<file path="src/rtl/ap_perf_pkg.sv">
// rtl/ap_perf_pkg.sv - shared types and read-select codes for the ap_ctrl performance monitor
package ap_perf_pkg;

    typedef enum logic [1:0] {
        ST_IDLE   = 2'd0,
        ST_RUN    = 2'd1,
        ST_FROZEN = 2'd2
    } mon_state_t;

    localparam logic [2:0] SEL_TXN      = 3'd0;
    localparam logic [2:0] SEL_LAST_LAT = 3'd1;
    localparam logic [2:0] SEL_MIN_LAT  = 3'd2;
    localparam logic [2:0] SEL_MAX_LAT  = 3'd3;
    localparam logic [2:0] SEL_LAST_INT = 3'd4;
    localparam logic [2:0] SEL_STALL    = 3'd5;
    localparam logic [2:0] SEL_BUSY     = 3'd6;
    localparam logic [2:0] SEL_STATUS   = 3'd7;

    localparam int DEF_CNT_W = 32;
    localparam int DEF_TXN_W = 16;

    // Per-channel statistics at the default counter widths
    typedef struct packed {
        logic [DEF_TXN_W-1:0] txn_cnt;
        logic [DEF_CNT_W-1:0] last_lat;
        logic [DEF_CNT_W-1:0] min_lat;
        logic [DEF_CNT_W-1:0] max_lat;
        logic [DEF_CNT_W-1:0] last_int;
        logic [DEF_CNT_W-1:0] stall_cyc;
        logic [DEF_CNT_W-1:0] busy_cyc;
        logic                 err_ovf;
        logic                 err_unf;
    } ch_stats_t;

endpackage

</file>
<file path="src/rtl/ts_fifo.sv">
// rtl/ts_fifo.sv - small synchronous FIFO of start timestamps with simultaneous push/pop
module ts_fifo #(
    parameter int DEPTH = 4,
    parameter int W     = 32,
    localparam int AW   = $clog2(DEPTH),
    localparam int CW   = AW + 1
) (
    input  logic          i_clock,
    input  logic          i_reset,
    input  logic          i_clear,
    input  logic          i_push,
    input  logic          i_pop,
    input  logic [W-1:0]  i_data,
    output logic [W-1:0]  o_head,
    output logic          o_full,
    output logic          o_empty,
    output logic [CW-1:0] o_count
);

    logic [W-1:0]  r_mem [DEPTH];
    logic [AW-1:0] r_wr_ptr;
    logic [AW-1:0] r_rd_ptr;
    logic [CW-1:0] r_count;
    logic          w_do_push;
    logic          w_do_pop;

    // A push into a full FIFO is only taken when the head leaves in the same cycle
    assign w_do_push = i_push & (~o_full | i_pop);
    assign w_do_pop  = i_pop & ~o_empty;

    assign o_full  = (r_count == CW'(DEPTH));
    assign o_empty = (r_count == '0);
    assign o_count = r_count;
    assign o_head  = r_mem[r_rd_ptr];

    // Storage needs no reset; pointers and count define what is valid
    always_ff @(posedge i_clock) begin
        if (w_do_push) begin
            r_mem[r_wr_ptr] <= i_data;
        end
    end

    // Pointer and occupancy bookkeeping; pointers wrap naturally at power-of-2 depth
    always_ff @(posedge i_clock or posedge i_reset) begin
        if (i_reset) begin
            r_wr_ptr <= '0;
            r_rd_ptr <= '0;
            r_count  <= '0;
        end else if (i_clear) begin
            r_wr_ptr <= '0;
            r_rd_ptr <= '0;
            r_count  <= '0;
        end else begin
            if (w_do_push) begin
                r_wr_ptr <= r_wr_ptr + AW'(1);
            end
            if (w_do_pop) begin
                r_rd_ptr <= r_rd_ptr + AW'(1);
            end
            case ({w_do_push, w_do_pop})
                2'b10:   r_count <= r_count + CW'(1);
                2'b01:   r_count <= r_count - CW'(1);
                default: r_count <= r_count;
            endcase
        end
    end

endmodule

</file>
<file path="src/rtl/ap_ctrl_perf_monitor.sv">
// rtl/ap_ctrl_perf_monitor.sv - multi-channel ap_ctrl handshake performance monitor
module ap_ctrl_perf_monitor
    import ap_perf_pkg::*;
#(
    parameter int NUM_CH     = 4,
    parameter int CNT_W      = 32,
    parameter int TXN_W      = 16,
    parameter int FIFO_DEPTH = 4,
    localparam int CH_W      = (NUM_CH > 1) ? $clog2(NUM_CH) : 1
) (
    input  logic              i_clock,
    input  logic              i_reset,
    input  logic              i_en,
    input  logic              i_clear,
    input  logic              i_finish,
    input  logic [NUM_CH-1:0] i_ap_start,
    input  logic [NUM_CH-1:0] i_ap_ready,
    input  logic [NUM_CH-1:0] i_ap_done,
    input  logic [NUM_CH-1:0] i_ap_continue,
    input  logic              i_rd_req,
    input  logic [CH_W-1:0]   i_rd_ch,
    input  logic [2:0]        i_rd_sel,
    output logic              o_rd_valid,
    output logic [CNT_W-1:0]  o_rd_data,
    output logic              o_frozen,
    output logic              o_err_any
);

    localparam int OCC_W = $clog2(FIFO_DEPTH) + 1;

    typedef struct packed {
        logic [TXN_W-1:0] txn_cnt;
        logic [CNT_W-1:0] last_lat;
        logic [CNT_W-1:0] min_lat;
        logic [CNT_W-1:0] max_lat;
        logic [CNT_W-1:0] last_int;
        logic [CNT_W-1:0] stall_cyc;
        logic [CNT_W-1:0] busy_cyc;
        logic             err_ovf;
        logic             err_unf;
    } stats_t;

    mon_state_t       r_state;
    mon_state_t       w_state_nxt;
    logic             w_run;
    logic [CNT_W-1:0] r_ts;
    stats_t           w_init;
    stats_t           w_stats [NUM_CH];
    logic [OCC_W-1:0] w_occ   [NUM_CH];
    logic [NUM_CH-1:0] w_err;
    logic [CNT_W-1:0] w_rd_mux;
    logic             r_rd_valid;
    logic [CNT_W-1:0] r_rd_data;

    assign w_run     = (r_state == ST_RUN);
    assign o_frozen  = (r_state == ST_FROZEN);
    assign o_err_any = |w_err;
    assign o_rd_valid = r_rd_valid;
    assign o_rd_data  = r_rd_data;

    // Clean statistics: everything zero except min latency, which starts at all-ones
    always_comb begin
        w_init         = '0;
        w_init.min_lat = '1;
    end

    // Global state register
    always_ff @(posedge i_clock or posedge i_reset) begin
        if (i_reset) begin
            r_state <= ST_IDLE;
        end else begin
            r_state <= w_state_nxt;
        end
    end

    // Next state: clear beats finish, finish beats en
    always_comb begin
        w_state_nxt = r_state;
        if (i_clear) begin
            w_state_nxt = ST_IDLE;
        end else begin
            case (r_state)
                ST_IDLE:   if (!i_finish && i_en) w_state_nxt = ST_RUN;
                ST_RUN:    if (i_finish) w_state_nxt = ST_FROZEN;
                ST_FROZEN: w_state_nxt = ST_FROZEN;
                default:   w_state_nxt = ST_IDLE;
            endcase
        end
    end

    // Timestamp advances only while running and wraps freely
    always_ff @(posedge i_clock or posedge i_reset) begin
        if (i_reset) begin
            r_ts <= '0;
        end else if (i_clear) begin
            r_ts <= '0;
        end else if (w_run) begin
            r_ts <= r_ts + CNT_W'(1);
        end
    end

    for (genvar c = 0; c < NUM_CH; c++) begin : g_ch
        logic             w_s;
        logic             w_d;
        logic             w_full;
        logic             w_empty;
        logic             w_push;
        logic             w_pop;
        logic             w_lat_upd;
        logic [CNT_W-1:0] w_head;
        logic [CNT_W-1:0] w_lat;
        logic [OCC_W-1:0] w_count;
        stats_t           r_st;
        logic [CNT_W-1:0] r_prev_s_ts;
        logic             r_have_prev;

        assign w_s = w_run & i_ap_start[c] & i_ap_ready[c];
        assign w_d = w_run & i_ap_done[c] & i_ap_continue[c];

        // A start and done in the same cycle on an empty FIFO is a zero-latency pass-through
        assign w_pop     = w_d & ~w_empty;
        assign w_push    = w_s & ~(w_d & w_empty) & (~w_full | w_d);
        assign w_lat_upd = w_d & (~w_empty | w_s);
        assign w_lat     = w_empty ? '0 : (r_ts - w_head);

        ts_fifo #(
            .DEPTH (FIFO_DEPTH),
            .W     (CNT_W)
        ) u_fifo (
            .i_clock (i_clock),
            .i_reset (i_reset),
            .i_clear (i_clear),
            .i_push  (w_push),
            .i_pop   (w_pop),
            .i_data  (r_ts),
            .o_head  (w_head),
            .o_full  (w_full),
            .o_empty (w_empty),
            .o_count (w_count)
        );

        // Per-channel statistics; all counters saturate rather than wrap
        always_ff @(posedge i_clock or posedge i_reset) begin
            if (i_reset) begin
                r_st        <= w_init;
                r_prev_s_ts <= '0;
                r_have_prev <= 1'b0;
            end else if (i_clear) begin
                r_st        <= w_init;
                r_prev_s_ts <= '0;
                r_have_prev <= 1'b0;
            end else if (w_run) begin
                if (w_s) begin
                    if (r_st.txn_cnt != '1) begin
                        r_st.txn_cnt <= r_st.txn_cnt + TXN_W'(1);
                    end
                    if (r_have_prev) begin
                        r_st.last_int <= r_ts - r_prev_s_ts;
                    end
                    r_prev_s_ts <= r_ts;
                    r_have_prev <= 1'b1;
                end
                if (w_lat_upd) begin
                    r_st.last_lat <= w_lat;
                    if (w_lat < r_st.min_lat) begin
                        r_st.min_lat <= w_lat;
                    end
                    if (w_lat > r_st.max_lat) begin
                        r_st.max_lat <= w_lat;
                    end
                end
                if (w_d && w_empty && !w_s) begin
                    r_st.err_unf <= 1'b1;
                end
                if (w_s && w_full && !w_d) begin
                    r_st.err_ovf <= 1'b1;
                end
                if (i_ap_start[c] && !i_ap_ready[c] && (r_st.stall_cyc != '1)) begin
                    r_st.stall_cyc <= r_st.stall_cyc + CNT_W'(1);
                end
                if ((w_count != '0) && (r_st.busy_cyc != '1)) begin
                    r_st.busy_cyc <= r_st.busy_cyc + CNT_W'(1);
                end
            end
        end

        assign w_stats[c] = r_st;
        assign w_occ[c]   = w_count;
        assign w_err[c]   = r_st.err_ovf | r_st.err_unf;
    end

    // Statistic select; a channel index beyond NUM_CH matches nothing and reads zero
    always_comb begin
        w_rd_mux = '0;
        for (int c = 0; c < NUM_CH; c++) begin
            if (i_rd_ch == CH_W'(c)) begin
                case (i_rd_sel)
                    SEL_TXN:      w_rd_mux = CNT_W'(w_stats[c].txn_cnt);
                    SEL_LAST_LAT: w_rd_mux = w_stats[c].last_lat;
                    SEL_MIN_LAT:  w_rd_mux = w_stats[c].min_lat;
                    SEL_MAX_LAT:  w_rd_mux = w_stats[c].max_lat;
                    SEL_LAST_INT: w_rd_mux = w_stats[c].last_int;
                    SEL_STALL:    w_rd_mux = w_stats[c].stall_cyc;
                    SEL_BUSY:     w_rd_mux = w_stats[c].busy_cyc;
                    SEL_STATUS:   w_rd_mux = CNT_W'({w_occ[c], w_stats[c].err_ovf, w_stats[c].err_unf});
                    default:      w_rd_mux = '0;
                endcase
            end
        end
    end

    // Registered read port: data reflects the statistics in the cycle of the request
    always_ff @(posedge i_clock or posedge i_reset) begin
        if (i_reset) begin
            r_rd_valid <= 1'b0;
            r_rd_data  <= '0;
        end else begin
            r_rd_valid <= i_rd_req;
            if (i_rd_req) begin
                r_rd_data <= w_rd_mux;
            end
        end
    end

endmodule

</file>
<file path="config.mk">
export PLATFORM = sky130hd
export DESIGN_NAME = ap_ctrl_perf_monitor
export DESIGN_NICKNAME = d
export VERILOG_FILES = /design/src/rtl/ap_perf_pkg.sv /design/src/rtl/ts_fifo.sv /design/src/rtl/ap_ctrl_perf_monitor.sv
export SDC_FILE = /design/constraint.sdc
export NUM_CORES = 2
export LEC_CHECK = 0
export CAP_MARGIN = 20
export CORE_MARGIN = 5
export CORE_UTILIZATION = 55
export DETAILED_ROUTE_END_ITERATION = 12
export GPL_TIMING_DRIVEN = 0
export PLACE_DENSITY = 0.7
export SLEW_MARGIN = 20
export SYNTH_ARGS = -nofsm -noshare
export SYNTH_HDL_FRONTEND = slang
export SYNTH_HIERARCHICAL = 1
export SYNTH_SLANG_ARGS = --single-unit
</file>
<file path="constraint.sdc">
create_clock -name i_clock -period 106.8 [get_ports i_clock]
set_input_delay 21.36 -clock i_clock [delete_from_list [all_inputs] [get_ports i_clock]]
set_output_delay 21.36 -clock i_clock [all_outputs]
set_load 0.03 [all_outputs]
</file>
# == After elaboration in Yosys (flattened, before gate mapping) ==
# Memories as Yosys holds them, arrays and structs flattened.
# Index checks and enable logic that the tools add are counted.
# Widths: inputs -> output; s select.
# op_classes
n_addsub,37
order_cmp,8
eq_ne,38
n_mux,126
bitwise,72
reduce_logical,148
# op_table
cell,count
$mux 210,8
$mux 32,46
$pmux 32 s8,4
$mux 96,4
$add 32x1->32 const B,9
$ne 32x32->1 const B,8
$sub 32x32->32,8
$gt 32x32->1,4
$lt 32x32->1,4
$mux 16,8
$reduce_bool 2->1,49
$add 16x1->16 const B,4
$ne 16x16->1 const B,4
$reduce_and 2->1,25
$reduce_and 3->1,16
$and 1x1->1,44
$mux 2,19
$logic_and 1x1->1,29
$mux 1,28
$eq 3x3->1 const B,8
$pmux 3 s2,4
$reduce_bool 3->1,8
$add 2x1->2 const B,8
$or 1x1->1,16
other kinds (14),64
# totals
register_bits,1067
ramBits,512
in_bits,27
n_memories,4
# mem_list
name,depth,width,read_ports,rd_clocked_by_memory_dff,write_ports,line_no,source
g_ch[0].u_fifo.r_mem,4,32,1,0,1,ts_fifo.sv:20,logic [W-1:0] r_mem [DEPTH];
g_ch[1].u_fifo.r_mem,4,32,1,0,1,ts_fifo.sv:20,
g_ch[2].u_fifo.r_mem,4,32,1,0,1,ts_fifo.sv:20,
g_ch[3].u_fifo.r_mem,4,32,1,0,1,ts_fifo.sv:20,

# == Depth between registers and ports, before layout ==
# logic_depth
word_depth,11
mapped_depth,29
ltp_nobuf,25

# == Cells and area by module ==
# The synthesis kept the hierarchy.
# by_module_without_submodules
module,instances,cells_per_inst,area_each_um2,seq_area_each_um2
ap_ctrl_perf_monitor,1,8170,69580.5,26160.1
ts_fifo,4,231,5176.2,4018.9

# == Worst setup path after synthesis ==
# No wires, ideal clock.
# synth_path
kind,input to register
from,input i_ap_ready[1]
to,register g_ch[1].u_fifo.r_count[2]
setup_time_ns,0.082
arrival_time_ns,23.674
required_time_ns,106.718
setup_slack_ns,83.044
stages,11
n_path_buf,3
cell_sequence,and3_1 clkbuf_1 buf_1 nand2_1 a21oi_1 buf_6 nand2b_4 nor2_1 fa_1 or4_1 a31oi_1
# synth_between
elab_chain_len,7
word_cells_on_any_way,9
classes_between,2 x eq/ne; 2 x mux; 4 x bitwise; 1 x reduce/logical
# synth_lines
item,line_no,source
start: declaration,ap_ctrl_perf_monitor.sv:17,"input logic [NUM_CH-1:0] i_ap_ready,"
$and 1x1->1 (*),ap_ctrl_perf_monitor.sv:117,assign w_s = w_run & i_ap_start[c] & i_ap_ready[c];
$and 1x1->1 (*) (2 in a row),ap_ctrl_perf_monitor.sv:122,assign w_push = w_s & ~(w_d & w_empty) & (~w_full | w_d);
named net g_ch[1].w_push,ap_ctrl_perf_monitor.sv:107,logic w_push;
$and 1x1->1 (*),ts_fifo.sv:28,assign w_do_push = i_push & (~o_full | i_pop);
$eq 2x1->1 or $eq 2x2->1 (tied branches),ts_fifo.sv:60,"case ({w_do_push, w_do_pop})"
$pmux 3 s2,ts_fifo.sv:60,
$mux 3,ts_fifo.sv:49,end else if (i_clear) begin
end signal: assignment,ts_fifo.sv:61,2'b10: r_count <= r_count + CW'(1);
end signal: assignment,ts_fifo.sv:62,2'b01: r_count <= r_count - CW'(1);
end signal: assignment,ts_fifo.sv:63,default: r_count <= r_count;
end: declaration,ts_fifo.sv:23,logic [CW-1:0] r_count;
# Mark *: on every way through the listed nets, which the timed path passes. The rest lies on a longest branch.
# A chain may end at the register's enable or synchronous reset.

# == Worst setup path in the final report ==
# layout_path
from,input i_rd_sel[0]
to,register r_rd_data[17] (netlist: o_rd_data[17])
# layout_between
elab_chain_len,6
word_cells_on_any_way,16
classes_between,7 x eq/ne; 8 x mux; 1 x reduce/logical
# layout_lines
item,line_no,source
start: declaration,ap_ctrl_perf_monitor.sv:22,"input logic [2:0] i_rd_sel,"
"$eq 3x3->1, or another cell as far along",ap_ctrl_perf_monitor.sv:197,case (i_rd_sel)
$pmux 32 s8,ap_ctrl_perf_monitor.sv:197,
$mux 32 (3 in a row),ap_ctrl_perf_monitor.sv:196,if (i_rd_ch == CH_W'(c)) begin
$mux 32 (*),ap_ctrl_perf_monitor.sv:196,
end signal: assignment,ap_ctrl_perf_monitor.sv:220,r_rd_data <= w_rd_mux;
end: declaration,ap_ctrl_perf_monitor.sv:53,logic [CNT_W-1:0] r_rd_data;
# Mark *: on every way between the ends. The rest lies on a longest branch, timed or not.

==> flow_metrics.py <==
metrics = {
    "timing": {
        "max_slew_margin_pct": 10.8,
        "worst_clock_skew_ps": 37.9,
        "final.period_utilization_pct": 25.0,
        "hold_viol": 0,
        "timing.final.crit_period_ps": 26670,
        "slew_viol_final": 0,
        "fin_setup_tns_ps": 0,
        "rsz0062_at_grt": "false",
        "maxClockFrequency_ghz": 0.0375,
        "tightest_slew_ps": 1340,
        "finalSetupViolCount": 0,
    },
    "worst_setup_path": {
        "critical_path.max_stage_delay_ps": 1040,
        "crit_path_frequent_cell": "sky130_fd_sc_hd__clkbuf_1",
        "path_max_fanout": 10,
        "crit_family": "buffers and inverters",
        "required_ps": 107570,
        "timing_worst_setup_path_type": "in2reg",
        "timing.critical_path.to_type": "register",
        "rr_startpoint": "r_ts[0]",
        "crit_chain": "clkdlybuf4s50_1 -> nor2b_1 -> clkbuf_1 -> and2_1 -> clkbuf_1 -> clkbuf_1 -> buf_2 -> a22oi_1 -> a41oi_1 -> a21oi_1 -> a21oi_1",
        "critPathArrivalTime_ps": 27440,
        "crit-reg2reg-capture": "g_ch[0].r_st[147]",
        "worst_r2r_path_depth": 27,
        "timing.critical_path.to": "o_rd_data[17]",
        "worstSetupStartpoint": "i_rd_sel[0]",
        "slowest_stage": "sky130_fd_sc_hd__clkbuf_1",
        "timing.reg2reg.setup_slack_ps": 98690,
        "crit_cells": 11,
        "timing.critical_path.buf_inv": 5,
        "worst_setup_path_start_kind": "input pin",
    },
    "worst_hold_path": {
        "worstHoldPathCells": 2,
        "hold_path.startpoint": "g_ch[3].r_st[149]",
        "class_of_the_tightest_hold_or_removal_check": "reg2reg",
    },
    "detailed_routing": {
        "viasPerCell": 6.73,
        "drt_iter0_markers": 12745,
        "avgRoutedWirePerCell_um": 33.8,
        "total_routed_wirelength_mm": 396,
        "ant_nets": 0,
        "drc": 0,
        "drtPass1Iterations": 8,
        "dr_total_vias": 78933,
    },
    "run": {
        "drv_cap": 0,
    },
    "die": {
        "floorplan.die_area_mm2": 0.172,
        "chip_width_um": 415,
        "ios": 62,
        "overall_die_height_um": 415,
        "row_count": 148,
        "core_mm2": 0.163,
        "initial_utilization_pct": 55.4,
    },
    "power_and_ir_drop": {
        "internal-power_mw": 1.02,
        "p_per_area_mw_per_mm2": 13.5,
        "power_switching_share_pct": 25.4,
        "switchingPower_mw": 0.347,
        "vdd_ir_drop_max_v": 0.0000186,
        "clkPwrFrac_pct": 46.8,
        "power.static_leakage_nw": 43.9,
        "comb_power_share_pct": 7.0,
        "seq_power_share_pct": 46.1,
    },
    "clocking": {
        "cts_made_buffers": 172,
        "htreeDepth": 4,
        "root_buffer": "sky130_fd_sc_hd__clkbuf_16",
        "clock_tree_sinks": 1579,
        "path_clk_slew_ps": 60,
        "cts_resized": 0,
        "cts_tree": "built",
        "clk_latency_ps": 860,
        "postCtsHoldBufs": 0,
        "postCtsSetupBuffers": 0,
        "max-clock-path-buffers": 3,
    },
    "placed_design": {
        "finalWeightedCongestion": 1.14,
        "placement.io_buffers": 57,
        "detailed_place_hpwl_mm": 297,
    },
    "logic_synthesis": {
        "synth_fp_nets": 9657,
        "syn_area_mm2": 0.0903,
        "synthFlopType": "sky130_fd_sc_hd__dfrtp_1",
        "synth.lib_cells_used.distinct": 101,
        "number_of_warnings_reported_in_the_yosys_synthesis_log": 6,
        "netlist_top_cells_area": "sky130_fd_sc_hd__dfrtp_1 26%, sky130_fd_sc_hd__edfxtp_1 17%, sky130_fd_sc_hd__ha_1 7.3%",
        "post_synthesis_async_set_or_reset_flop_share_pct": 67.6,
        "avgSynthCellArea_um2": 9.93,
        "seq_area_frac_synth_pct": 46.8,
        "synth_largest_type_area_fraction_pct": 26.0,
        "synth.ff_latch_count": 1579,
        "synth_enable_flop_cells": 512,
        "synth_largest_area_cell": "sky130_fd_sc_hd__dfrtp_1",
        "synth_cells": 9094,
    },
    "global_routing": {
        "grt_remaining_overflow": 0,
        "grt_pass1_wl_mm": 549,
        "first_global_vias": 73019,
        "antenna_found_initial": 26,
        "grt.total_usage_pct": 44.8,
        "grt_max_degree": 104,
    },
    "final_layout": {
        "final_net_count": 9952,
        "fraction_of_final_layout_cells_with_drive_strength_greater_than_1_pct": 9.80,
        "area_growth_syn_to_layout_pct": 12.2,
        "postLayoutCoreUtil_pct": 62.1,
    },
    "run_status": {
        "outcome": "complete, no violations",
    },
}
## per-stage QoR
| step | setup slack (ps) | hold slack (ps) | power, mW | area (um^2) | std cells |
|---|---|---|---|---|---|
| finish | 80130 | 497 | 1.37 | 101000 | 11733 |
| global route | 80440 | 508 | 1.39 | 101000 | 11717 |
| CTS | 81020 | 494 | 1.36 | 101000 | 11711 |
| detailed placement | 80040 | 480 | 0.730 | 95100 | 11388 |
| global placement | 43570 | 476 | 0.726 | 93600 | 11326 |
| floorplan | 56410 | 446 | 0.682 | 90300 | 9094 |
## Yosys cell counts (all sizes together) (48+ instances only)
cell    count
xor2      334
inv       627
nand4     126
dfrtp     939
mux2       60
nand2    1067
buf       130
a22o      123
or3        61
a211oi     65
nor2b      58
a31oi      75
mux2i     189
o21ai     430
a221oi     78
nor3       78
nor2      849
o311ai     48
a22oi     108
dfstp     128
ha        524
clkbuf    315
nand2b     51
o21a       51
o211ai     88
a21oi     700
and2       61
mux4      137
and4       52
edfxtp    512
nand3     230
xnor2     190
a21o      148
and3       99
## area by class of cell
| type | instances | area [um^2] |
|---|---|---|
| antenna | 20 | 50.0 |
| clock inverter | 79 | 1070 |
| inverter | 629 | 2370 |
| clock buffer | 244 | 4960 |
| sequential | 1579 | 42300 |
| buffer | 445 | 1950 |
| timing repair buffer | 121 | 1960 |
| fill | 13429 | 61700 |
| tap | 2175 | 2720 |
| multi-input combinational | 6441 | 43900 |
## kinds of logic (layout without fill, tap and decap cells)
family / Yosys count / count (layout) / share of synthesized area, %
muxes: 386 / 386 / 6.26
buffers and inverters: 1074 / 1518 / 4.67
and+or+nand+nor: 2816 / 2816 / 14.1
xor gates and xnor gates: 524 / 524 / 5.08
AOI/OAI and AO/OA: 2177 / 2177 / 15.6
other: 0 / 20 / 0
DFF: 1579 / 1579 / 46.8
adders and majority gates: 538 / 538 / 7.55
## power by group through the flow
stage / registers [mW] / clock network [mW] / logic, mW
after floorplan: 0.643 / 0 / 0.0388
after global placement: 0.641 / 0 / 0.0850
after detailed placement: 0.641 / 0 / 0.0892
after CTS: 0.630 / 0.640 / 0.0895
after global routing: 0.630 / 0.666 / 0.0963
final: 0.630 / 0.640 / 0.0959
## worst reg2reg max path, cell delays in order (launching register included)
cell                       delay (ps)
sky130_fd_sc_hd__dfrtp_2          690
sky130_fd_sc_hd__inv_1            690
sky130_fd_sc_hd__ha_1             300
sky130_fd_sc_hd__inv_1             60
sky130_fd_sc_hd__fa_1             420
sky130_fd_sc_hd__a211oi_1         290
sky130_fd_sc_hd__nor4_1           100
sky130_fd_sc_hd__nor2_1           220
sky130_fd_sc_hd__o21ai_2          170
sky130_fd_sc_hd__a41o_1           310
sky130_fd_sc_hd__o31ai_1          370
sky130_fd_sc_hd__o21a_1           270
sky130_fd_sc_hd__o21ai_0          140
sky130_fd_sc_hd__xnor2_1          650
sky130_fd_sc_hd__nor2_1           190
sky130_fd_sc_hd__ha_1             350
sky130_fd_sc_hd__nand4_1           90
sky130_fd_sc_hd__nor2_1           240
sky130_fd_sc_hd__and3_1           290
sky130_fd_sc_hd__o2111a_1         270
sky130_fd_sc_hd__o21ai_0          250
sky130_fd_sc_hd__a21boi_0         240
sky130_fd_sc_hd__a31oi_1           60
sky130_fd_sc_hd__o21ai_1          290
sky130_fd_sc_hd__buf_2            280
sky130_fd_sc_hd__clkbuf_1         460
sky130_fd_sc_hd__nand2_1          130
sky130_fd_sc_hd__o311ai_0         130
## sequential cells by signal (all words and copies together), names as in the netlist, 8 cells and up
signal and cells:
r_ts 32, g_ch.u_fifo/o_count 12, g_ch.u_fifo/r_rd_ptr 8, g_ch.r_st 840, g_ch.u_fifo/r_wr_ptr 8, o_rd_data 32
g_ch.u_fifo/r_mem 512, g_ch.r_prev_s_ts 128
## worst min-delay path by stage
| stage | slack, ps | end |
|---|---|---|
| 6_report | 500 | g_ch[3].r_st[149] |
| 5_1_grt | 510 | g_ch[3].r_st[169] |
| 4_1_cts | 490 | g_ch[3].r_st[149] |
| 3_5_place_dp | 480 | g_ch[3].r_st[181] |
| 3_3_place_gp | 480 | g_ch[1].r_st[82] |
| 2_1_floorplan | 450 | g_ch[0].r_st[85] |
## per-layer routing
layer / global-route usage, % / routed length [um] / vias up
met3: 20.2 / 61800 / 1163
met2: 58.2 / 151000 / 5660
li1: - / - / 33168
met5: 3.53 / 834 / -
met4: 25.2 / 28400 / 34
met1: 61.3 / 154000 / 38908
## cell usage in the layout (no fill, tap or decap), drive strengths merged, types with 123 or more instances in the layout
cell type | synthesis | layout
clkbuf | 315 | 559
a21o | 148 | 148
mux2i | 189 | 189
nand2 | 1067 | 1067
edfxtp | 512 | 512
xor2 | 334 | 334
dfstp | 128 | 128
xnor2 | 190 | 190
inv | 627 | 636
mux4 | 137 | 137
nand4 | 126 | 126
ha | 524 | 524
buf | 130 | 195
nand3 | 230 | 230
a22o | 123 | 123
a21oi | 700 | 700
o21ai | 430 | 430
nor2 | 849 | 849
dfrtp | 939 | 939
Power figures use the tool's default switching activity.
